[config.mk]
export PLATFORM = sky130hd
export DESIGN_NAME = key_conditioner
export DESIGN_NICKNAME = d
export VERILOG_FILES = /design/src/rtl/key_conditioner.sv
export SDC_FILE = /design/constraint.sdc
export NUM_CORES = 1
export LEC_CHECK = 0
export ABC_CLOCK_PERIOD_IN_PS = 5270
export CORE_MARGIN = 4
export CORE_UTILIZATION = 44
export CTS_CLUSTER_DIAMETER = 50
export DETAILED_ROUTE_END_ITERATION = 7
export PLACE_DENSITY = 0.6
export REMOVE_ABC_BUFFERS = 1
export SLEW_MARGIN = 20
export SYNTH_ARGS = -nofsm -noshare
export SYNTH_HDL_FRONTEND = slang
export SYNTH_HIERARCHICAL = 1
export SYNTH_SLANG_ARGS = --single-unit
[constraint.sdc]
create_clock -name clock -period 5.27 [get_ports clock]
set_clock_uncertainty 0.1 [all_clocks]
set_input_delay 1.054 -clock clock [delete_from_list [all_inputs] [get_ports clock]]
set_output_delay 1.054 -clock clock [all_outputs]
set_load 0.05 [all_outputs]
[src/rtl/key_conditioner.sv]
// Push-button front end: per-key 2-flop synchronizer, debounce FSM and
// registered level / press / release / long-press strobes in the clock domain.

module key_conditioner_chan #(
    parameter int DEBOUNCE_CYCLES = 1000000,
    parameter int LONG_CYCLES     = 100000000
) (
    input  logic clock,
    input  logic reset_n,
    input  logic key_n,
    output logic key_level,
    output logic press_pulse,
    output logic release_pulse,
    output logic long_pulse
);
    localparam int DW = $clog2(DEBOUNCE_CYCLES);
    localparam int HW = $clog2(LONG_CYCLES);
    localparam logic [DW-1:0] DEB_MAX  = DW'(DEBOUNCE_CYCLES - 1);
    localparam logic [HW-1:0] HOLD_MAX = HW'(LONG_CYCLES - 1);
    localparam logic [HW-1:0] HOLD_PRE = HW'(LONG_CYCLES - 2);

    typedef enum logic [1:0] {
        RELEASED,
        PRESS_CHK,
        PRESSED,
        REL_CHK
    } state_t;

    state_t        state_q, state_d;
    logic [1:0]    sync_q, sync_d;
    logic [DW-1:0] dcnt_q, dcnt_d;
    logic [HW-1:0] hold_q, hold_d;
    logic          long_done_q, long_done_d;
    logic          level_q, level_d;
    logic          press_q, press_d;
    logic          release_q, release_d;
    logic          long_q, long_d;
    logic          ks;

    // Synchronizer resets to "released" so a key held through reset is re-detected.
    assign ks = sync_q[1];

    always_comb begin
        sync_d      = {sync_q[0], key_n};
        state_d     = state_q;
        dcnt_d      = dcnt_q;
        hold_d      = hold_q;
        long_done_d = long_done_q;
        press_d     = 1'b0;
        release_d   = 1'b0;
        long_d      = 1'b0;
        case (state_q)
            RELEASED: begin
                if (!ks) begin
                    state_d = PRESS_CHK;
                    dcnt_d  = '0;
                end
            end
            PRESS_CHK: begin
                if (ks) begin
                    state_d = RELEASED;
                end else if (dcnt_q == DEB_MAX) begin
                    state_d     = PRESSED;
                    press_d     = 1'b1;
                    hold_d      = '0;
                    long_done_d = 1'b0;
                end else begin
                    dcnt_d = dcnt_q + 1'b1;
                end
            end
            PRESSED: begin
                if (hold_q != HOLD_MAX) hold_d = hold_q + 1'b1;
                // Fire on the step into the final count; long_done keeps it to one per press.
                if (hold_q == HOLD_PRE && !long_done_q) begin
                    long_d      = 1'b1;
                    long_done_d = 1'b1;
                end
                if (ks) begin
                    state_d = REL_CHK;
                    dcnt_d  = '0;
                end
            end
            REL_CHK: begin
                if (!ks) begin
                    state_d = PRESSED;
                end else if (dcnt_q == DEB_MAX) begin
                    state_d   = RELEASED;
                    release_d = 1'b1;
                end else begin
                    dcnt_d = dcnt_q + 1'b1;
                end
            end
            default: state_d = RELEASED;
        endcase
        level_d = (state_d == PRESSED) || (state_d == REL_CHK);
    end

    always_ff @(posedge clock or negedge reset_n) begin
        if (!reset_n) begin
            sync_q      <= 2'b11;
            state_q     <= RELEASED;
            dcnt_q      <= '0;
            hold_q      <= '0;
            long_done_q <= 1'b0;
            level_q     <= 1'b0;
            press_q     <= 1'b0;
            release_q   <= 1'b0;
            long_q      <= 1'b0;
        end else begin
            sync_q      <= sync_d;
            state_q     <= state_d;
            dcnt_q      <= dcnt_d;
            hold_q      <= hold_d;
            long_done_q <= long_done_d;
            level_q     <= level_d;
            press_q     <= press_d;
            release_q   <= release_d;
            long_q      <= long_d;
        end
    end

    assign key_level     = level_q;
    assign press_pulse   = press_q;
    assign release_pulse = release_q;
    assign long_pulse    = long_q;
endmodule

module key_conditioner #(
    parameter int NUM_KEYS        = 2,
    parameter int DEBOUNCE_CYCLES = 1000000,
    parameter int LONG_CYCLES     = 100000000
) (
    input  logic                clock,
    input  logic                reset_n,
    input  logic [NUM_KEYS-1:0] key,
    output logic [NUM_KEYS-1:0] key_level,
    output logic [NUM_KEYS-1:0] press_pulse,
    output logic [NUM_KEYS-1:0] release_pulse,
    output logic [NUM_KEYS-1:0] long_pulse
);
    for (genvar gi = 0; gi < NUM_KEYS; gi++) begin : g_chan
        key_conditioner_chan #(
            .DEBOUNCE_CYCLES(DEBOUNCE_CYCLES),
            .LONG_CYCLES    (LONG_CYCLES)
        ) u_chan (
            .clock        (clock),
            .reset_n      (reset_n),
            .key_n        (key[gi]),
            .key_level    (key_level[gi]),
            .press_pulse  (press_pulse[gi]),
            .release_pulse(release_pulse[gi]),
            .long_pulse   (long_pulse[gi])
        );
    end
endmodule

==> run summary, run 1 <==
Endpoints failing setup -> 0
DR iter-0 viols -> 292
GRT Overall Usage -> 0.174
Combinational Power Share -> 0.027
Vias per cell -> 5.79
Antenna Cells -> 0
Max-slew headroom -> 0.282
Max cap viols -> 0
Max Freq -> 0.340 GHz
Largest stage delay, worst path -> 0.70 ns
Synthesis-stage register bit count -> 111
Final Hold Violating Endpoints -> 0
Ratio of cells with drive above 1 in the final layout -> 0.0578
CTS tree -> yes
Sequential Power Share -> 0.555
Final Cycle Share -> 0.559
Buffers on Ports -> 11
Pwr/cell area -> 246 nW/um^2
FFs w/ async S/R, synth -> 1.00
Switching part of the total -> 0.219
Pin count of the biggest net entering global routing -> 62
Area Growth Syn to Fin -> 9.00%
# DRC -> 0
Number of top-level pins -> 12
First-pass GRT wire length -> 21.3 mm
Critical path buffer and inverter count -> 0
Critical-path top delay cell -> nor3_4
Cell area after layout -> 6380 um^2
Clock Latency Late Sink -> 0.35 ns
Setup bufs post-CTS -> 0
Final ANT Viol Nets -> 0
Post-synthesis instance area -> 5850 um^2
Critical Path AT -> 3.05 ns
Final #Nets -> 630
Post-synthesis cell count -> 619
Unrepaired setup endpoints after global routing -> false
Switching Power -> 344 uW
Prevailing post-synth register cell -> dfrtp_1
Clock sink count -> 111
DRT Pass-1 Iters -> 5
Longest Clk Path Bufs -> 2
CP required -> 5.37 ns
Initial antenna violation count -> 0
Multi-input gate area -> 2920 um^2
CP Class -> reg2reg
Peak supply drop -> 0.000209 V
Sequential area share after synthesis -> 0.476
Core box area -> 12800 um^2
Clock group share of total power -> 0.419
Slew Limit Fails -> 0
Die Y -> 123 um
Cell row count -> 41
Cts repair resizes -> 0
Tightest Pin Transition -> 1.07 ns
Commonest non-fill, non-tap cell in the layout -> dfrtp_1
CP Capture Type -> flop
Cts bufs inserted -> 9
Setup TNS -> 0 ns
DIE AREA -> 15200 um^2
Seq. cell area -> 2780 um^2
WL per Instance -> 15.2 um
Synth Area per Inst -> 9.45 um^2
Count of different cell masters after synthesis -> 55
FILL cells -> 1224
Status -> finished clean
Worst-path fanout max -> 22
Most frequent cells in the layout -> dfrtp_1, nor2_1, nand2_1
Die width -> 123 um
Post-place instance area -> 6100 um^2
CTS H-tree lvls -> 3
Critical Path, Cell by Cell -> or4_1 > or4_1 > or3_4 > nor3_4 > nor3_1
Most numerous cell on the critical path -> or4_1
Starting Density -> 0.456
Critical Path Start Type -> flop
GPL Wtd Cong -> 0.831
EDFF count, synth -> 0
Pleak -> 2.57 nW
Hold_buf cts -> 0
Dpl hpwl -> 8.18 mm
Total wire length -> 12.1 mm
Worst-path clk slew -> 0.07 ns
Int Pwr -> 1.23 mW
YS warnings -> 6
Top delay family on crit path -> simple AND/OR/NAND/NOR gates
GRT overflow -> 0
Worst Hold Class -> reg2reg
Fin crit period -> 2.94 ns
Vias -> 4607
Vias in the first global route -> 4408
CTS Root Cell -> clkbuf_16
-- final cells by class --
type                       count  area share
clock buffer                  12      0.0418
multi-input combinational    471       0.457
inverter                      12     0.00706
timing repair buffer          15      0.0216
tap                          172      0.0337
sequential                   111       0.436
clock inverter                 2     0.00255
-- path summary, 6_finish.rpt --
path / cells past startpoint / end / slack, ns / startpoint
worst min-delay path: 0 / g_chan[1].u_chan/sync_q[1] / 0.26 / g_chan[1].u_chan/sync_q[0]
worst min register to register: 0 / g_chan[1].u_chan/sync_q[1] / 0.26 / g_chan[1].u_chan/sync_q[0]
worst max-delay path: 5 / g_chan[1].u_chan/hold_q[2] / 2.33 / g_chan[1].u_chan/dcnt_q[13]
max in group asynchronous: 2 / g_chan[1].u_chan/state_q[1] / 3.79 / reset_n
min in group asynchronous: 2 / g_chan[0].u_chan/long_done_q / 0.71 / reset_n
worst max register to register: 5 / g_chan[1].u_chan/hold_q[2] / 2.33 / g_chan[1].u_chan/dcnt_q[13]
-- sequential cells by signal (all words and copies together) (netlist names) --
register,cells
g_chan.u_chan/key_level,2
g_chan.u_chan/state_q,3
g_chan.u_chan/release_pulse,2
g_chan.u_chan/press_pulse,2
g_chan.u_chan/sync_q,4
g_chan.u_chan/long_pulse,2
g_chan.u_chan/dcnt_q,40
g_chan.u_chan/hold_q,54
g_chan.u_chan/long_done_q,2
-- layer usage --
| metal | routed length [um] | GRT usage | vias up |
|---|---|---|---|
| met4 | 125 | 0.0457 | 0 |
| met1 | 5910 | 0.245 | 2253 |
| met3 | 425 | 0.0444 | 9 |
| met2 | 5630 | 0.268 | 81 |
| met5 | 0 | 0 | - |
| li1 | - | - | 2264 |
-- cell usage after synthesis, types with 4 or more instances --
cell type,n,area share
a21oi_1,23,0.020
and3_1,15,0.016
and4_1,8,0.012
buf_2,7,0.0060
clkbuf_1,15,0.0096
dfrtp_1,107,0.46
dfstp_2,4,0.018
ha_1,6,0.013
inv_1,12,0.0077
nand2_1,42,0.027
nand2b_1,10,0.011
nand3_1,33,0.028
nand4_1,28,0.030
nand4b_1,9,0.013
nor2_1,65,0.042
nor2b_1,4,0.0043
nor3_1,23,0.020
nor4_1,14,0.015
o211ai_1,15,0.019
o21ai_0,33,0.028
o21ai_1,5,0.0043
o31ai_1,7,0.0090
or2_2,4,0.0043
or3_1,21,0.022
or4_1,12,0.015
or4b_1,4,0.0068
xnor2_1,28,0.042
xor2_1,24,0.036
-- power by group through the flow --
stage	combinational (mW)	sequential, mW	clock [mW]
after floorplan	0.0175	0.885	0
after global placement	0.0427	0.887	0
after detailed placement	0.0438	0.887	0
after CTS	0.0440	0.871	0.682
after global routing	0.0495	0.873	0.717
final	0.0419	0.871	0.658
-- cells by family (layout without fill, tap and decap cells) --
family / after synthesis / in the layout / synth area share
fa+ha+maj: 6 / 6 / 0.0128
flops: 111 / 111 / 0.476
mux: 1 / 1 / 0.00171
xor+xnor: 52 / 52 / 0.0778
buf+inv: 37 / 41 / 0.0272
simple gates: 311 / 311 / 0.299
compound gates: 101 / 101 / 0.106
-- per-stage QoR --
step	std cells	power (mW)	setup slack, ns	utilization	hold slack [ns]
after floorplan	594	0.902	2.12	-	0.245
after global placement	781	0.930	2.31	0.475	0.247
after detailed placement	781	0.931	2.32	0.475	0.248
after CTS	795	1.60	2.31	0.497	0.259
after global routing	795	1.64	2.14	0.497	0.260
final	795	1.57	2.33	0.497	0.257
No activity file was read; power rests on OpenSTA's default activity.
==> run 2: changes to the inputs <==
- ABC_CLOCK_PERIOD_IN_PS: 5270 -> 3000
- clock period: 5.27 -> 3 ns (I/O delays scaled with it)
==> run 2 against run 1 <==
Compared with the run above: clock power rose by 110%; core utilization is 1.2 points higher; cell area increased by 2.5%; worst setup slack worse by 2.0 ns; non-clock buffer count is 12 higher; maximum frequency rose by 12%; power up 90%; final cell count up 1.8%; critical path type unchanged; largest cell class unchanged; highest routed layer unchanged.
==> run summary, run 2 (synthesis results as in run 1) <==
Status -> finished clean
Dpl hpwl -> 8.50 mm (+3.9%)
Switching Power -> 631 uW (+84%)
Setup bufs post-CTS -> 0 (unchanged)
Largest Register -> g_chan.u_chan/hold_q
Combinational Power Share -> 0.028 (about the same)
Total wire length -> 12.7 mm (+4.8%)
Final ANT Viol Nets -> 0 (unchanged)
Final worst slack -> 0.361 ns (-1.96 ns)
Die Y -> 123 um (unchanged)
Core box area -> 12800 um^2 (unchanged)
Post-Place Worst Slack -> 0.385 ns (-1.93 ns)
CTS H-tree lvls -> 3 (unchanged)
Ratio of cells with drive above 1 in the final layout -> 0.0785 (+0.0207)
CP Class -> reg2reg
Cts repair resizes -> 0 (unchanged)
Cell row count -> 41 (unchanged)
DRT Pass-1 Iters -> 5 (unchanged)
Longest Clk Path Bufs -> 2 (unchanged)
Commonest non-fill, non-tap cell in the layout -> dfrtp_1
Clock Latency Late Sink -> 0.36 ns (about the same)
Most frequent cells in the layout -> dfrtp_1, nor2_1, nand2_1
CP required -> 3.14 ns (-2.23 ns)
Critical Path AT -> 2.78 ns (-0.27 ns)
Fin crit period -> 2.64 ns (-0.306 ns)
Final Hold Violating Endpoints -> 0 (unchanged)
Clock group share of total power -> 0.459 (+0.040)
Initial antenna violation count -> 0 (unchanged)
Max cap viols -> 0 (unchanged)
Cell area after layout -> 6540 um^2 (+2.5%)
Cts bufs inserted -> 9 (unchanged)
Seq. cell area -> 2780 um^2 (unchanged)
Endpoints failing setup -> 0 (unchanged)
Slew Limit Fails -> 0 (unchanged)
Post-place instance area -> 6200 um^2 (+1.7%)
Hold_buf cts -> 0 (unchanged)
Final #Nets -> 642 (+1.9%)
Clock sink count -> 111 (unchanged)
Switching part of the total -> 0.212 (-0.00727)
GRT overflow -> 0 (unchanged)
DIE AREA -> 15200 um^2 (unchanged)
GPL Wtd Cong -> 0.812 (-2.3%)
Max-slew headroom -> 0.362 (+0.0805)
Int Pwr -> 2.35 mW (+92%)
Buffers on Ports -> 11 (unchanged)
DR iter-0 viols -> 404 (+38%)
CTS Root Cell -> clkbuf_16
Max FFs per register -> 54 (unchanged)
Worst-path fanout max -> 12 (-45%)
Starting Density -> 0.456 (unchanged)
Antenna Cells -> 0 (unchanged)
Tightest Pin Transition -> 0.953 ns (-0.120 ns)
Unrepaired setup endpoints after global routing -> false
Multi-input gate area -> 2920 um^2 (about the same)
Reg2Reg Depth -> 5 (unchanged)
Vias -> 4693 (+1.9%)
Final Cycle Share -> 0.880 (+0.321)
FILL cells -> 1214 (-0.82%)
Area Growth Syn to Fin -> 11.7%
Worst-path clk slew -> 0.07 ns (about the same)
Pwr/cell area -> 456 nW/um^2 (+85%)
Sequential Power Share -> 0.513 (-0.042)
Pleak -> 2.66 nW (+3.7%)
WL per Instance -> 15.7 um (+3.0%)
Largest registers -> g_chan.u_chan/hold_q x54, g_chan.u_chan/dcnt_q x40, g_chan.u_chan/sync_q x4
Worst r2r src -> g_chan[0].u_chan/dcnt_q[7]
Crit. Startpoint -> g_chan[0].u_chan/dcnt_q[7]
Peak supply drop -> 0.000273 V (+30%)
Critical Path Start Type -> flop
Die width -> 123 um (unchanged)
Number of top-level pins -> 12 (unchanged)
Vias per cell -> 5.80 (+0.10%)
Pin count of the biggest net entering global routing -> 58 (-6.5%)
# DRC -> 0 (unchanged)
CP Capture Type -> flop
First-pass GRT wire length -> 21.8 mm (+2.2%)
Max Freq -> 0.379 GHz (+12%)
Worst Hold Class -> in2async
CTS tree -> yes
GRT Overall Usage -> 0.177 (+0.00346)
Vias in the first global route -> 4485 (+1.7%)
==> run 2: cell count changes in the layout (fill, tap and decap cells not counted), moves of 2 or more <==
cell | before | now
buf_4 | 5 | 16
bufinv_16 | 0 | 3
clkbuf_8 | 3 | 0
clkinv_2 | 0 | 2
==> run 2: area by class of cell <==
| type | count | area share |
|---|---|---|
| multi-input cells | 471 | 0.446 |
| inverters | 12 | 0.00689 |
| clock inverters | 6 | 0.0166 |
| repair buffers | 27 | 0.0367 |
| clock buffers | 10 | 0.0350 |
| flip-flops and latches | 111 | 0.426 |
| well taps | 172 | 0.0329 |
==> run 2: per-stage QoR <==
stage	instances	util	TNS (ns)	hold WS, ns	total power [mW]
after floorplan	594	-	-0.171	0.204	1.58
after detailed placement	793	0.483	0	0.247	1.64
after global placement	793	0.483	0	0.247	1.64
final	809	0.510	0	0.0837	2.98
after CTS	809	0.510	0	0.0921	3.04
after global routing	809	0.510	0	0.115	3.09
==> run 2: path summary, 6_finish.rpt <==
| path | slack [ns] | end |
|---|---|---|
| worst max-delay path | 0.36 | g_chan[0].u_chan/hold_q[26] |
| worst min-delay path | 0.08 | g_chan[0].u_chan/hold_q[23] |
| worst max register to register | 0.36 | g_chan[0].u_chan/hold_q[26] |
| worst min register to register | 0.25 | g_chan[1].u_chan/sync_q[1] |
| max in group asynchronous | 1.98 | g_chan[1].u_chan/sync_q[0] |
| min in group clock | 0.25 | g_chan[1].u_chan/sync_q[1] |
==> run 2: power by group through the flow <==
stage | clock [mW] | sequential (mW) | combinational [mW]
6_report | 1.37 | 1.53 | 0.0822
5_1_grt | 1.46 | 1.53 | 0.0959
4_1_cts | 1.42 | 1.53 | 0.0851
3_5_place_dp | 0 | 1.56 | 0.0847
3_3_place_gp | 0 | 1.56 | 0.0822
2_1_floorplan | 0 | 1.55 | 0.0308
==> run 2: metal layers <==
metal	track usage	vias to the layer above	part of all wire
met1	0.253	2304	0.50
li1	-	2298	-
met2	0.269	71	0.45
met4	0.0623	0	0.019
met5	0	-	0
met3	0.0339	20	0.030
==> run 2: worst max-delay path: stages (launching register included) <==
cell     delay, ns
dfrtp_1       0.42
or4b_1        0.56
or4_1         0.56
nor3_2        0.52
buf_4         0.29
nor2_1        0.07
==> run 3: changes to the inputs <==
- ABC_AREA: unset -> 1
- CORE_MARGIN: 4 -> unset
==> run 3 against run 2 <==
Compared with the run above: synthesized area increased by 25%; sequential share of layout area is 7.4 points lower; combinational power up 21%; critical path type is now reg2out; global-route usage is 5.0 points higher; first-iteration DRC count increased by 3.2%; synthesized cell count increased by 80%; worst setup slack gained 0.33 ns.
==> run summary, run 3 <==
Total wire length -> 17.6 mm (+39%)
Antenna Cells -> 0 (unchanged)
CTS tree -> yes
Endpoints failing setup -> 0 (unchanged)
Initial antenna violation count -> 0 (unchanged)
Final Cycle Share -> 0.769 (-0.111)
DR iter-0 viols -> 417 (+3.2%)
Peak supply drop -> 0.000285 V (+4.3%)
Setup TNS -> 0 ns (unchanged)
WHS -> 0.153 ns (+0.0689 ns)
CP Capture Type -> output pin
Max cap viols -> 0 (unchanged)
Reg2Reg Depth -> 10 (+5)
Starting Density -> 0.455 (-0.000862)
Synth Area per Inst -> 6.56 um^2 (-31%)
Top delay family on crit path -> buffers and inverters
Count of different cell masters after synthesis -> 35 (-36%)
Dpl hpwl -> 13.0 mm (+52%)
Max FFs per register -> 54 (unchanged)
Vias -> 6698 (+43%)
Largest registers -> g_chan.u_chan/hold_q x54, g_chan.u_chan/dcnt_q x40, g_chan.u_chan/sync_q x4
Most frequent cells in the layout -> nand2_1, nor2_1, dfrtp_1
FILL cells -> 1610 (+33%)
Worst-path fanout max -> 5 (-7)
# DRC -> 0 (unchanged)
Largest Register -> g_chan.u_chan/hold_q
Vias in the first global route -> 6257 (+40%)
YS warnings -> 6 (unchanged)
Final ANT Viol Nets -> 0 (unchanged)
WL per Instance -> 13.1 um (-16%)
Clock Latency Late Sink -> 0.36 ns (about the same)
Post-synthesis instance area -> 7310 um^2 (+25%)
First-pass GRT wire length -> 30.7 mm (+41%)
Commonest non-fill, non-tap cell in the layout -> nand2_1
Final Hold Violating Endpoints -> 0 (unchanged)
Cell taking the most area after synthesis -> dfrtp_1
Met3 usage -> 0.0366 (+0.00279)
Max Freq -> 0.434 GHz (+14%)
Critical Path Start Type -> flop
Pleak -> 3.31 nW (+24%)
Slew Limit Fails -> 0 (unchanged)
Hold_buf cts -> 0 (unchanged)
Status -> finished clean
Area Growth Syn to Fin -> 8.38%
FFs w/ async S/R, synth -> 1.00 (unchanged)
Synthesis-stage register bit count -> 111 (unchanged)
Unrepaired setup endpoints after global routing -> false
Post-place instance area -> 7620 um^2 (+23%)
Vias per cell -> 4.98 (-14%)
DRT Pass-1 Iters -> 5 (unchanged)
Prevailing post-synth register cell -> dfrtp_1
Critical path buffer and inverter count -> 1 (unchanged)
Main area contributors after synthesis -> dfrtp_1, nand2_1, nor2_1
Grt met1 use -> 0.316 (+0.0622)
Post-synthesis cell count -> 1115 (+80%)
Largest stage delay, worst path -> 0.83 ns (+0.27 ns)
Critical-path top delay cell -> clkdlybuf4s50_1
DIE AREA -> 17100 um^2 (+13%)
Worst-path clk slew -> 0.07 ns (about the same)
GRT overflow -> 0 (unchanged)
Buffers on Ports -> 11 (unchanged)
Longest Clk Path Bufs -> 2 (unchanged)
GRT Max-Usage Layer -> met2
Multi-input gate area -> 4030 um^2 (+38%)
Critical Path AT -> 1.61 ns (-1.17 ns)
Core box area -> 16100 um^2 (+25%)
EDFF count, synth -> 0 (unchanged)
Max-slew headroom -> 0.587 (+0.225)
GPL Wtd Cong -> 0.946 (+16%)
Final core occ -> 0.494 (-0.0162)
CP required -> 2.30 ns (-0.84 ns)
Synth cell count leaders -> nand2_1, nor2_1, dfrtp_1
Die Y -> 131 um (+6.2%)
CP Class -> reg2out
Crit path depth -> 1 (-4)
Clock sink count -> 111 (unchanged)
Pin count of the biggest net entering global routing -> 45 (-22%)
GRT Overall Usage -> 0.227 (+0.0500)
CTS H-tree lvls -> 3 (unchanged)
CTS Root Cell -> clkbuf_16
Tightest Pin Transition -> 0.619 ns (-0.334 ns)
Setup bufs post-CTS -> 0 (unchanged)
Seq. cell area -> 2780 um^2 (unchanged)
Worst Hold Class -> in2async
Cell row count -> 46 (+12%)
Pwr/cell area -> 364 nW/um^2 (-20%)
Fin crit period -> 2.31 ns (-0.333 ns)
Count leader, synth -> nand2_1
Critical Path, Cell by Cell -> clkdlybuf4s50_1
Met2 GRT Util -> 0.370 (+0.101)
Cell area after layout -> 7930 um^2 (+21%)
Die width -> 131 um (+6.2%)
Post-synth top area share -> 0.366 (-0.0914)
Sequential area share after synthesis -> 0.380 (-0.0950)
Number of top-level pins -> 12 (unchanged)
Cts repair resizes -> 0 (unchanged)
Ratio of cells with drive above 1 in the final layout -> 0.0700 (-0.00846)
Cts bufs inserted -> 9 (unchanged)
Final #Nets -> 1133 (+76%)
-- run 3: kinds of logic after synthesis --
logic type | Yosys count | share of synthesized area
adder cells (fa/ha/maj) | 6 | 0.0103
AND/OR/NAND/NOR | 798 | 0.460
AO/OA/AOI/OAI | 61 | 0.0469
buffers and inverters | 111 | 0.0689
XOR/XNOR | 28 | 0.0335
flip-flops | 111 | 0.380
-- run 3: final cells by class --
type / count / area share
clock buffer: 12 / 0.0324
tap: 216 / 0.0341
multi-input combinational: 893 / 0.508
sequential: 111 / 0.351
clock inverter: 4 / 0.00663
timing repair buffer: 22 / 0.0272
inverter: 86 / 0.0407
-- run 3: worst paths after layout --
path	to	start	slack, ns
min in group clock	g_chan[1].u_chan/sync_q[1]	g_chan[1].u_chan/sync_q[0]	0.26
max in group asynchronous	g_chan[1].u_chan/sync_q[0]	reset_n	2.00
setup reg to reg	g_chan[0].u_chan/hold_q[13]	g_chan[0].u_chan/hold_q[0]	0.80
setup / recovery	key_level[0]	g_chan[0].u_chan/key_level	0.69
hold reg to reg	g_chan[1].u_chan/sync_q[1]	g_chan[1].u_chan/sync_q[0]	0.26
hold / removal	g_chan[0].u_chan/dcnt_q[16]	reset_n	0.15
-- run 3: report_power, final --
part,total (mW),leakage (nW),switching [mW],internal [mW]
registers,1.53,1.53,0.0170,1.51
clock network,1.26,0.153,0.564,0.698
logic,0.0996,1.63,0.0731,0.0265
-- run 3: metal layers --
metal	part of all wire	vias to the layer above
li1	-	3530
met1	0.50	3063
met2	0.46	94
met3	0.032	11
met4	0.011	0
met5	0	-
-- run 3: through the flow --
stage               std cells  setup WS, ns  power (mW)
CTS                      1344         0.651        2.94
detailed placement       1328         0.794        1.66
floorplan                1090         0.801        1.60
global route             1344         0.564        3.01
finish                   1344         0.694        2.89
global placement         1328         0.851        1.66
